[config.mk]
export PLATFORM = sky130hd
export DESIGN_NAME = cpu_run_ctrl
export DESIGN_NICKNAME = d
export VERILOG_FILES = /design/src/rtl/cpu_run_ctrl.sv
export SDC_FILE = /design/constraint.sdc
export NUM_CORES = 1
export LEC_CHECK = 0
export ABC_AREA = 1
export CAP_MARGIN = 15
export CORE_ASPECT_RATIO = 1.2
export CORE_MARGIN = 2
export CORE_UTILIZATION = 43
export DETAILED_ROUTE_END_ITERATION = 8
export PLACE_DENSITY = 0.83
export SKIP_CTS_REPAIR_TIMING = 1
export SLEW_MARGIN = 40
export SYNTH_ARGS = -nofsm -noshare
export SYNTH_HDL_FRONTEND = slang
export SYNTH_SLANG_ARGS = --single-unit
[constraint.sdc]
create_clock -name clk -period 1.31 [get_ports clk]
set_input_delay 0.3275 -clock clk [delete_from_list [all_inputs] [get_ports clk]]
set_output_delay 0.3275 -clock clk [all_outputs]
set_load 0.01 [all_outputs]
[src/rtl/cpu_run_ctrl.sv]
// Run/stop arbiter for the 65C02 phaser: debugger halt, N-cycle step,
// and DMA bus takeover once the CPU clock is confirmed parked.
module cpu_run_ctrl #(
    parameter int STEP_W = 8
) (
    input  logic              clk,
    input  logic              resetn,
    input  logic              cpu_stop_req,
    input  logic              step_req,
    input  logic [STEP_W-1:0] step_cnt,
    input  logic              dma_req,
    input  logic              stopped,
    input  logic              release_cs,
    output logic              run,
    output logic              dma_gnt,
    output logic              step_done,
    output logic              halted,
    output logic [STEP_W-1:0] steps_left
);

    typedef enum logic [2:0] {
        S_RUN,
        S_STOPPING,
        S_HALTED,
        S_STEPPING,
        S_DMA
    } state_t;

    state_t            state, state_n;
    logic [STEP_W-1:0] cnt_n;
    logic              step_flag, step_flag_n;
    logic              step_done_n;

    always_comb begin
        state_n     = state;
        cnt_n       = steps_left;
        step_flag_n = step_flag;
        step_done_n = 1'b0;
        unique case (state)
            S_RUN: begin
                if (dma_req || cpu_stop_req)
                    state_n = S_STOPPING;
            end
            S_STOPPING: begin
                if (stopped) begin
                    state_n = dma_req ? S_DMA : S_HALTED;
                    if (step_flag) begin
                        step_done_n = 1'b1;
                        step_flag_n = 1'b0;
                    end
                end
            end
            S_HALTED: begin
                if (dma_req) begin
                    state_n = S_DMA;
                end else if (step_req && step_cnt != '0) begin
                    state_n     = S_STEPPING;
                    cnt_n       = step_cnt;
                    step_flag_n = 1'b1;
                end else if (step_req) begin
                    step_done_n = 1'b1;
                end else if (!cpu_stop_req) begin
                    state_n = S_RUN;
                end
            end
            // Step is atomic: only release_cs is honoured here.
            S_STEPPING: begin
                if (release_cs) begin
                    cnt_n = steps_left - STEP_W'(1);
                    if (steps_left == STEP_W'(1))
                        state_n = S_STOPPING;
                end
            end
            S_DMA: begin
                if (!dma_req)
                    state_n = S_HALTED;
            end
            default: state_n = S_HALTED;
        endcase
    end

    always_ff @(posedge clk or negedge resetn) begin
        if (!resetn) begin
            state      <= S_HALTED;
            step_flag  <= 1'b0;
            run        <= 1'b0;
            dma_gnt    <= 1'b0;
            step_done  <= 1'b0;
            halted     <= 1'b1;
            steps_left <= '0;
        end else begin
            state      <= state_n;
            step_flag  <= step_flag_n;
            run        <= (state_n == S_RUN) ||
                          (state_n == S_STEPPING);
            dma_gnt    <= (state_n == S_DMA);
            step_done  <= step_done_n;
            halted     <= (state_n == S_HALTED);
            steps_left <= cnt_n;
        end
    end

endmodule

; After elaboration in Yosys (flattened, before gate mapping)
; Index checks and enable logic that the tools add are counted.
[word_totals]
ff_bits = 16
inputBits = 15
[op_classes]
add_sub_neg = 1
n_eq_ne = 12
muxes = 25
reduce_logical = 10
[op_table]
columns = op, count
row1 = 2-to-1 mux 3 bit, 10
row2 = 2-to-1 mux 8 bit, 3
row3 = case mux 8 bit (2 select lines), 1
row4 = case mux 3 bit (5 select lines), 1
row5 = equality test 3 x 2 -> 1 bit (second input constant), 4
row6 = equality test 8 x 1 -> 1 bit (second input constant), 1
row7 = 2-to-1 mux 1 bit, 8
row8 = != test 2 bit (second input constant), 4
row9 = AND reduction 4 bit, 2
row10 = nonzero test 8 bit, 1
row11 = subtractor 8 x 1 -> 8 bit (second input constant), 1
row12 = equality test 3 bit (second input constant), 2
row13 = zero test 3 bit, 2
row14 = case mux 1 bit (2 select lines), 2
row15 = nonzero test 2 bit, 2
row16 = equality test 3 x 1 -> 1 bit (second input constant), 1
row17 = logical OR 1 bit, 2
row18 = logical AND 1 bit, 1

; Logic depth before layout (Yosys ltp)
[depth]
ltp_word = 7
depth_mapped = 11
ltp_nobuf = 11

; Worst setup path after synthesis
; OpenSTA, ideal clock, no wires.
[synth_timing]
kind = reg2reg
from = register state[1]
to = register steps_left[4]
setup_time_ps = 128
arrival_time_ps = 1176
t_required_ps = 1182
slack_ps = 7
stages_incl_launch_ff = 8
path_buffers = 1
synth_period_minus_slack_ps = 1303
path_cell_list = dfstp_2 -> nand2_4 -> nor2_4 -> nand2_2 -> nand3b_4 -> nand2_4 -> buf_6 -> o21ai_0
[synth_via]
elab_chain_cells = 3
[synth_lines]
columns = item, line
row1 = start: declaration, 29  ; state_t state, state_n;
row2 = start signal: assignment, 92  ; state <= state_n;
row3 = equality test 3 x 2 -> 1 bit, 39  ; unique case (state)
row4 = != test 2 bit (no line) or nonzero test 2 bit (tied branches), -
row5 = AND reduction 4 bit (no line), -
row6 = end signal: assignment, 99  ; steps_left <= cnt_n;
row7 = end: declaration, 18  ; output logic [STEP_W-1:0] steps_left
; Parallel ways exist; a longest one is shown, timed or not.
; A chain may end at the register's enable or synchronous reset.

; Worst setup path after layout
[layout_timing]
from = register steps_left[0]
to = register run
[layout_via]
elab_chain_cells = 6
[layout_lines]
columns = item, line
row1 = equality test 8 x 1 -> 1 bit *, 70  ; if (steps_left == STEP_W'(1))
row2 = 2-to-1 mux 3 bit *, 70
row3 = 2-to-1 mux 3 bit *, 68  ; if (release_cs) begin
row4 = case mux 3 bit (5 select lines) *, 39
row5 = named net state_n[1], 29
row6 = equality test 3 x 2 -> 1 bit or zero test 3 bit (tied branches), "95, 94"
row7 = logical OR 1 bit *, 94  ; run <= (state_n == S_RUN) ||
row8 = end signal: assignment, 94
row9 = end: declaration, 14  ; output logic run,
; The timed path passes the listed nets; every way through them passes the cells marked *.

==> flow_summary.json <==
{
  "yosysWarningCount": 0,
  "dp.cells": 222,
  "final_cells": 234,
  "vias": 1161,
  "irDropWorstVdd_mv": 1.29,
  "finalSetupViolations": 12,
  "fin_crit_ns": 1.41,
  "dr.pass1.iters": 4,
  "tritoncts": "yes",
  "start_kind": "flip-flop",
  "die_w_um": 48.9,
  "r2r-start": "steps_left[0]",
  "gp_congestion": 0.887,
  "netlist_instances": 147,
  "fmax_ghz": 0.710,
  "synth.distinct_cells": 24,
  "min_path_type": "input pin to asynchronous set/reset pin",
  "wl_mm": 2.97,
  "rsz0062_at_grt": "true",
  "synth_top_area_frac": 0.337,
  "portBuffers": 26,
  "slew_viol_final": 0,
  "synth_top_area_cell": "dfrtp_1",
  "fin_crit_sh": 1.07,
  "avgRoutedWirePerCell_um": 12.7,
  "clockRootBuffer": "clkbuf_4",
  "diodes": 0,
  "power.density_mw_per_mm2": 2130,
  "nNetsFinal": 221,
  "grt.overflow.total": 0,
  "worst_setup_path_end_kind": "flip-flop",
  "setup_slack_ns": -0.0976,
  "synth_top_family_by_area": "simple AND/OR/NAND/NOR gates",
  "reg2reg_to": "run",
  "first_global_vias": 1090,
  "cp.required_ns": 1.49,
  "synth_area_mm2": 0.00104,
  "io_pins": 27,
  "initial_core_util": 0.456,
  "p_total_mw": 3.54,
  "synthAdderAreaFrac": 0.0240,
  "synthMuxAreaShare": 0,
  "power_leakage_nw": 0.963,
  "numCtsBuffers": 3,
  "dp_hpwl_mm": 2.09,
  "clk_latency_ns": 0.28,
  "grt_usage": 0.200,
  "place_ws_ns": -0.350,
  "worstPathArrival_ns": 1.59,
  "antenna_found_initial": 0,
  "synth.area.top_cells": "dfrtp_1, nand2_1, inv_1",
  "seq_area_frac_synth": 0.387,
  "clock_skew_ns": 0.00309,
  "drt_iter0_markers": 11,
  "place_area_mm2": 0.00147,
  "clk_pin_slew_worst_paths_ns": 0.10,
  "max-cap-violations": 0,
  "crit_type": "flip-flop to flip-flop",
  "r2r_slack_ns": -0.1,
  "syn_nets": 164,
  "drc": 0,
  "rows": 19,
  "max_slew_margin": 0.858,
  "grt_max_degree": 17,
  "yosys.area_share.simple": 0.392,
  "drive_gt1_frac": 0.350,
  "cp_max_fo": 3,
  "worstMarginPinSlew_ns": 0.210,
  "synth-seq-cells": 16,
  "synth-xor-area-share": 0,
  "outcome": "finished, violations left",
  "syn_area_per_cell_um2": 7.08,
  "synth_compound_area_frac": 0.0925,
  "crit_path_end": "run",
  "vias_per_cell": 4.96,
  "die-area_mm2": 0.00283,
  "cts.path.max_buffers": 2,
  "clkSinkCount": 16,
  "die_h_um": 57.9,
  "core_mm2": 0.00228,
  "violations": "setup timing",
  "ant_nets": 0,
  "grt_pass1_wl_mm": 4.40,
  "syn_to_final_growth_pct": 59.4,
  "fin_area_mm2": 0.00166,
  "hold_viol": 0,
  "crit_start": "steps_left[0]",
  "htreeDepth": 1,
  "r2r_cells": 11
}
-- critical path, stage by stage (launching register included) --
cell and delay, ns:
dfrtp_1 0.39, buf_4 0.12, ha_1 0.13, nand2_1 0.06, nor2_1 0.14, nand2_1 0.08
nand2_1 0.07, nand2_2 0.06, nor2_2 0.09, nand2_2 0.07, nand2_1 0.06, nand2_1 0.04
-- power breakdown --
| part | total, mW | switching [mW] | internal (mW) | leakage, nW |
|---|---|---|---|---|
| logic | 2.33 | 1.25 | 1.08 | 0.745 |
| registers | 0.884 | 0.151 | 0.734 | 0.197 |
| clock network | 0.326 | 0.157 | 0.169 | 0.0210 |
| total | 3.54 | 1.56 | 1.98 | 0.963 |
-- layout by cell type, fill, tap and decap left out, types with 2 or more instances in the layout --
| cell type | n |
|---|---|
| clkbuf_2 | 3 |
| nand4_1 | 3 |
| nand2_1 | 42 |
| nor2_1 | 9 |
| o21ai_0 | 7 |
| inv_1 | 16 |
| inv_2 | 7 |
| nand2_2 | 7 |
| nor2_2 | 7 |
| nand3_1 | 12 |
| dlymetal6s2s_1 | 12 |
| dfrtp_1 | 14 |
| clkdlybuf4s50_1 | 11 |
| buf_4 | 27 |
| clkbuf_4 | 3 |
| o211ai_2 | 2 |
| o21ai_1 | 3 |
| dfstp_2 | 2 |
-- state kept, by name, summed over array words and instances (netlist names) --
register	cells
step_done	1
halted	1
state	3
step_flag	1
run	1
dma_gnt	1
steps_left	8
-- metrics by stage --
| stage | TNS, ns | hold WS (ns) | utilization |
|---|---|---|---|
| global route | -1.87 | 0.367 | 0.727 |
| detailed placement | -4.22 | 0.473 | 0.645 |
| finish | -0.701 | 0.365 | 0.727 |
| CTS | -3.55 | 0.368 | 0.661 |
| floorplan | 0 | 0.0319 | - |
| global placement | -3.63 | 0.481 | 0.645 |
-- cells in the mapped netlist, drive strengths merged --
master   n
o21ai   11
nand3   13
nor2    17
dfstp    2
nand3b   2
nand4    3
nor3     1
buf      2
o32ai    1
or2      1
inv     24
dfrtp   14
nand2   51
o211ai   3
ha       2
-- metal layers --
metal,GRT usage,vias up,share of wire
li1,-,576,-
met1,0.205,537,0.38
met2,0.407,34,0.54
met3,0.0309,14,0.044
met4,0.0653,0,0.035
met5,0,-,0
-- logic make-up after synthesis --
family                   Yosys count
AO/OA/AOI/OAI                     15
adder cells (fa/ha/maj)            2
buffers and inverters             26
flip-flops                        16
AND/OR/NAND/NOR                   88
-- how the worst min path moves through the flow --
stage                   start       endpoint  slack, ns  cells past startpoint
finish                 resetn  steps_left[2]       0.37                      2
global route           resetn  steps_left[3]       0.37                      2
CTS                    resetn  steps_left[2]       0.37                      2
detailed placement  step_flag      step_flag       0.47                      2
global placement    step_flag      step_flag       0.48                      2
floorplan              resetn        dma_gnt       0.03                      0
-- final cells by class --
cell class | instances | area, um2
repair buffers | 54 | 489
flip-flops and latches | 16 | 403
fillers | 181 | 623
clock buffers | 4 | 36.3
multi-input cells | 105 | 599
inverters | 24 | 92.6
well taps | 31 | 38.8
No activity file was read; power rests on OpenSTA's default activity.
==> RTL change 1, RTL diff (same flow settings) <==
`STEP_W`: 8 -> 9.
--- a/src/rtl/cpu_run_ctrl.sv
+++ b/src/rtl/cpu_run_ctrl.sv
@@ -1,7 +1,7 @@
 // Run/stop arbiter for the 65C02 phaser: debugger halt, N-cycle step,
 // and DMA bus takeover once the CPU clock is confirmed parked.
 module cpu_run_ctrl #(
-    parameter int STEP_W = 8
+    parameter int STEP_W = 9
 ) (
     input  logic              clk,
     input  logic              resetn,
Ports: changed (resized step_cnt and steps_left); port bits go from 27 to 29. No check against the original RTL was run, so the function may have changed too.
==> RTL change 1 against the unedited design <==
  * The run still ends with setup timing left
  * Wire length is 49% higher
  * Clock skew is 0.0067 ns higher
  * Area after synthesis is 7.0% higher
  * Sequential cell count is 1 higher
  * Die area is 6.4% higher
  * Worst hold slack worse by 0.022 ns
  * Setup slack worse by 0.16 ns
  * Clock power is 6.4% lower
  * Total power is 35% higher
  * Non-clock buffer count is 8 higher
  * Final area is 19% higher
  * Cell count is 10% higher
  * Critical path type unchanged
  * Largest cell class unchanged
  * Largest power group unchanged
==> RTL change 1: results <==
export IMPL_status="complete, but fails checks"
export IMPL_violations="setup timing"
export IMPL_final_nonclk_buf_share_pct=30.43
export IMPL_worstMarginPinSlew_ns=0.2420
export IMPL_setup_violations=14
export IMPL_grt_pass1_vias=1254
export IMPL_p_leak_uw=0.001137
export IMPL_port_buffers=28
export IMPL_grt_pass1_wl_mm=5.161
export IMPL_multi_input_area_um2=800.8
export IMPL_min_path_type="input pin to flip-flop"
export IMPL_crit_arrival_ns=1.79
export IMPL_nets=244
export IMPL_setup_ws_ns=-0.2581
export IMPL_tns_ns=-2.057
export IMPL_grt_max_degree=18
export IMPL_hold_slack_ns=0.3429
export IMPL_fill_cells=147
export IMPL_num_multi_input_gates=122
export IMPL_fin_worst_skew_ns=0.009802
export IMPL_drive_gt1_share_pct=41.33
export IMPL_clk_pin_slew_ns=0.12
export IMPL_syn_nets=178
export IMPL_clock_latency_ns=0.30
export IMPL_r2r_end="steps_left[7]$_DFFE_PN0P_"
export IMPL_ff_latch_area_um2=430.4
export IMPL_ys_top_cells_by_area="dfrtp_1 34%, nand2_1 16%, nand3_1 9.0%, inv_1 6.7%, nor2_1 6.1%"
RTL change 1: cell types whose count changed after synthesis, sizes merged, moves of 2 or more:
cell,unedited run,this run
nand3,13,22
inv,24,20
o21ai,11,13
nand4,3,1
nand2,51,53
nor2,17,19
RTL change 1: worst max-delay path: stages (launching register included):
cell	delay, ns
dfstp_2	0.58
buf_4	0.12
nand2_2	0.07
nor2_4	0.14
buf_6	0.13
buf_4	0.11
nand3_1	0.09
nand2_1	0.07
nand3_1	0.07
nand2_1	0.11
RTL change 1: where the power goes:
group,internal (µW),switching [µW],total [µW]
Combinational,1560,1930,3490
Clock,118,186,305
Sequential,788,200,987
Total,2460,2320,4780
RTL change 1: per-layer routing:
metal	up-vias	wire length [µm]	GRT usage, %
met1	656	1579	24.33
met5	-	0	0
met3	21	206	2.000
met4	0	172	7.336
met2	74	2458	43.23
li1	642	-	-
RTL change 1: cells by family after synthesis:
kind of cell	share of synthesized area, %
flops	38.43
fa+ha+maj	2.247
buf+inv	8.538
simple gates	40.79
compound gates	10.00
==> RTL change 2, RTL diff (same settings) <==
Without the edit above. Encoding of `state_t`: now one-hot (5 bits for 5 states).
--- a/src/rtl/cpu_run_ctrl.sv
+++ b/src/rtl/cpu_run_ctrl.sv
@@ -18,12 +18,12 @@
     output logic [STEP_W-1:0] steps_left
 );
 
-    typedef enum logic [2:0] {
-        S_RUN,
-        S_STOPPING,
-        S_HALTED,
-        S_STEPPING,
-        S_DMA
+    typedef enum logic [4:0] {
+        S_RUN      = 5'b00001,
+        S_STOPPING = 5'b00010,
+        S_HALTED   = 5'b00100,
+        S_STEPPING = 5'b01000,
+        S_DMA      = 5'b10000
     } state_t;
 
     state_t            state, state_n;
Behaviour: same outputs for any inputs over 10 cycles, from zero or initial values and one cycle with resetn low; not proved beyond that.
==> RTL change 2 against the unedited design <==
  * The run still ends with setup timing left
  * Critical path depth down 4
  * Count of clock-buffer cells in the layout stayed put
  * Wire length is 20% higher
  * Setup slack got worse by 0.044 ns
  * Area after synthesis rose by 18%
  * Synthesized cell count up 22%
  * Sequential share of layout area fell by 1.1 points
  * Total power increased by 14%
  * Die area grew 16%
  * Cell count increased by 21%
  * Final area rose by 19%
  * Sequential cell count up 2
  * Clock skew increased by 0.0057 ns
  * Critical path type unchanged
  * Critical endpoint is now steps_left[4]$_DFFE_PN0P_
==> RTL change 2: results <==
export IMPL_status="complete, but fails checks"
export IMPL_violations="setup timing"
export IMPL_worst_path_max_fanout=6
export IMPL_inv_count=30
export IMPL_synth_seq_cells=18
export IMPL_regToRegStartpoint="state[0]$_DFF_PN0_"
export IMPL_final_nonclk_buf_share_pct=29.82
export IMPL_grt_pass1_vias=1347
export IMPL_multi_input_area_share_pct=37.32
export IMPL_crit_arrival_ns=1.70
export IMPL_grt_max_degree=19
export IMPL_stdcell_area_um2=1968
export IMPL_clock_latency_ns=0.30
export IMPL_fin_worst_skew_ns=0.008806
export IMPL_tns_ns=-1.279
export IMPL_setup_worst_path_end_class="flip-flop"
export IMPL_diodes=0
export IMPL_reg2reg_depth=7
export IMPL_n_all_buffers=65
export IMPL_clk_share_pct=1.335
export IMPL_postPlaceCellArea_um2=1735
export IMPL_ys_top_cells_by_area="dfrtp_1 33%, nand2_1 18%, inv_1 8.3%, nor2_1 6.1%, nand4_1 4.6%"
export IMPL_max_stage_delay_ns=0.43
export IMPL_grt_pass1_wl_mm=5.478
export IMPL_port_buffers=26
export IMPL_netlist_area_um2=1227
export IMPL_synthTopCellsByCount="60 x nand2_1, 27 x inv_1, 20 x nor2_1, 16 x dfrtp_1"
export IMPL_nets=266
export IMPL_first_pass_iters=6
export IMPL_ff_latch_area_um2=455.4
export IMPL_syn_area_per_cell_um2=6.819
export IMPL_p_total_uw=4028
export IMPL_pre_cts_ws_ns=-0.3393
export IMPL_setup_ws_ns=-0.1412
export IMPL_viasPerCell=5.014
export IMPL_hold_slack_ns=0.3501
export IMPL_r2r_end="steps_left[4]$_DFFE_PN0P_"
export IMPL_biggestRegsByFlops="steps_left x8, state x5"
export IMPL_setup_violations=15
export IMPL_hpwl_mm=2.498
export IMPL_first_iter_violations=30
export IMPL_syn_nets=197
export IMPL_async_flop_share_pct=100.0
export IMPL_ys_seq_area_share_pct=36.90
export IMPL_gp_congestion=0.9107
export IMPL_wire_per_inst_um=12.70
export IMPL_worstMarginPinSlew_ns=0.2430
export IMPL_ir_worst_vdd_v=0.001269
export IMPL_num_multi_input_gates=131
export IMPL_drive_gt1_share_pct=33.47
export IMPL_ys_types=25
export IMPL_track_usage_pct=21.70
export IMPL_fill_cells=227
export IMPL_vias=1414
export IMPL_p_leak_uw=0.001131
[RTL change 2: cell count changes after synthesis, moves of 2 or more]
cell,unedited run,this run
dfrtp_1,14,16
o21ai_1,2,0
nand4_1,3,9
nand3_1,13,9
inv_1,22,27
nand2_1,47,60
o211ai_2,2,0
nor2_1,15,20
a31oi_1,0,2
nand2_2,2,4
a21oi_1,0,3
[RTL change 2: routing by layer]
layer / up-vias / share of wire [%] / wire [µm] / global-route usage (%)
met2: 53 / 53 / 1881 / 37.66
met1: 645 / 40 / 1447 / 26.82
li1: 704 / - / - / -
met4: 0 / 2.8 / 99 / 8.333
met5: - / 0 / 0 / 0
met3: 12 / 4.3 / 153 / 2.153
[RTL change 2: logic make-up after synthesis]
group / share of synthesized area [%]
buf+inv: 9.786
xor+xnor: 0.7137
flops: 36.90
simple gates: 42.00
compound gates: 8.563
fa+ha+maj: 2.038
[RTL change 2: power by group]
part	switching (µW)	internal [µW]	leakage (µW)
registers	190	812	0.000221
clock network	170	119	0.0000150
logic	1450	1290	0.000896
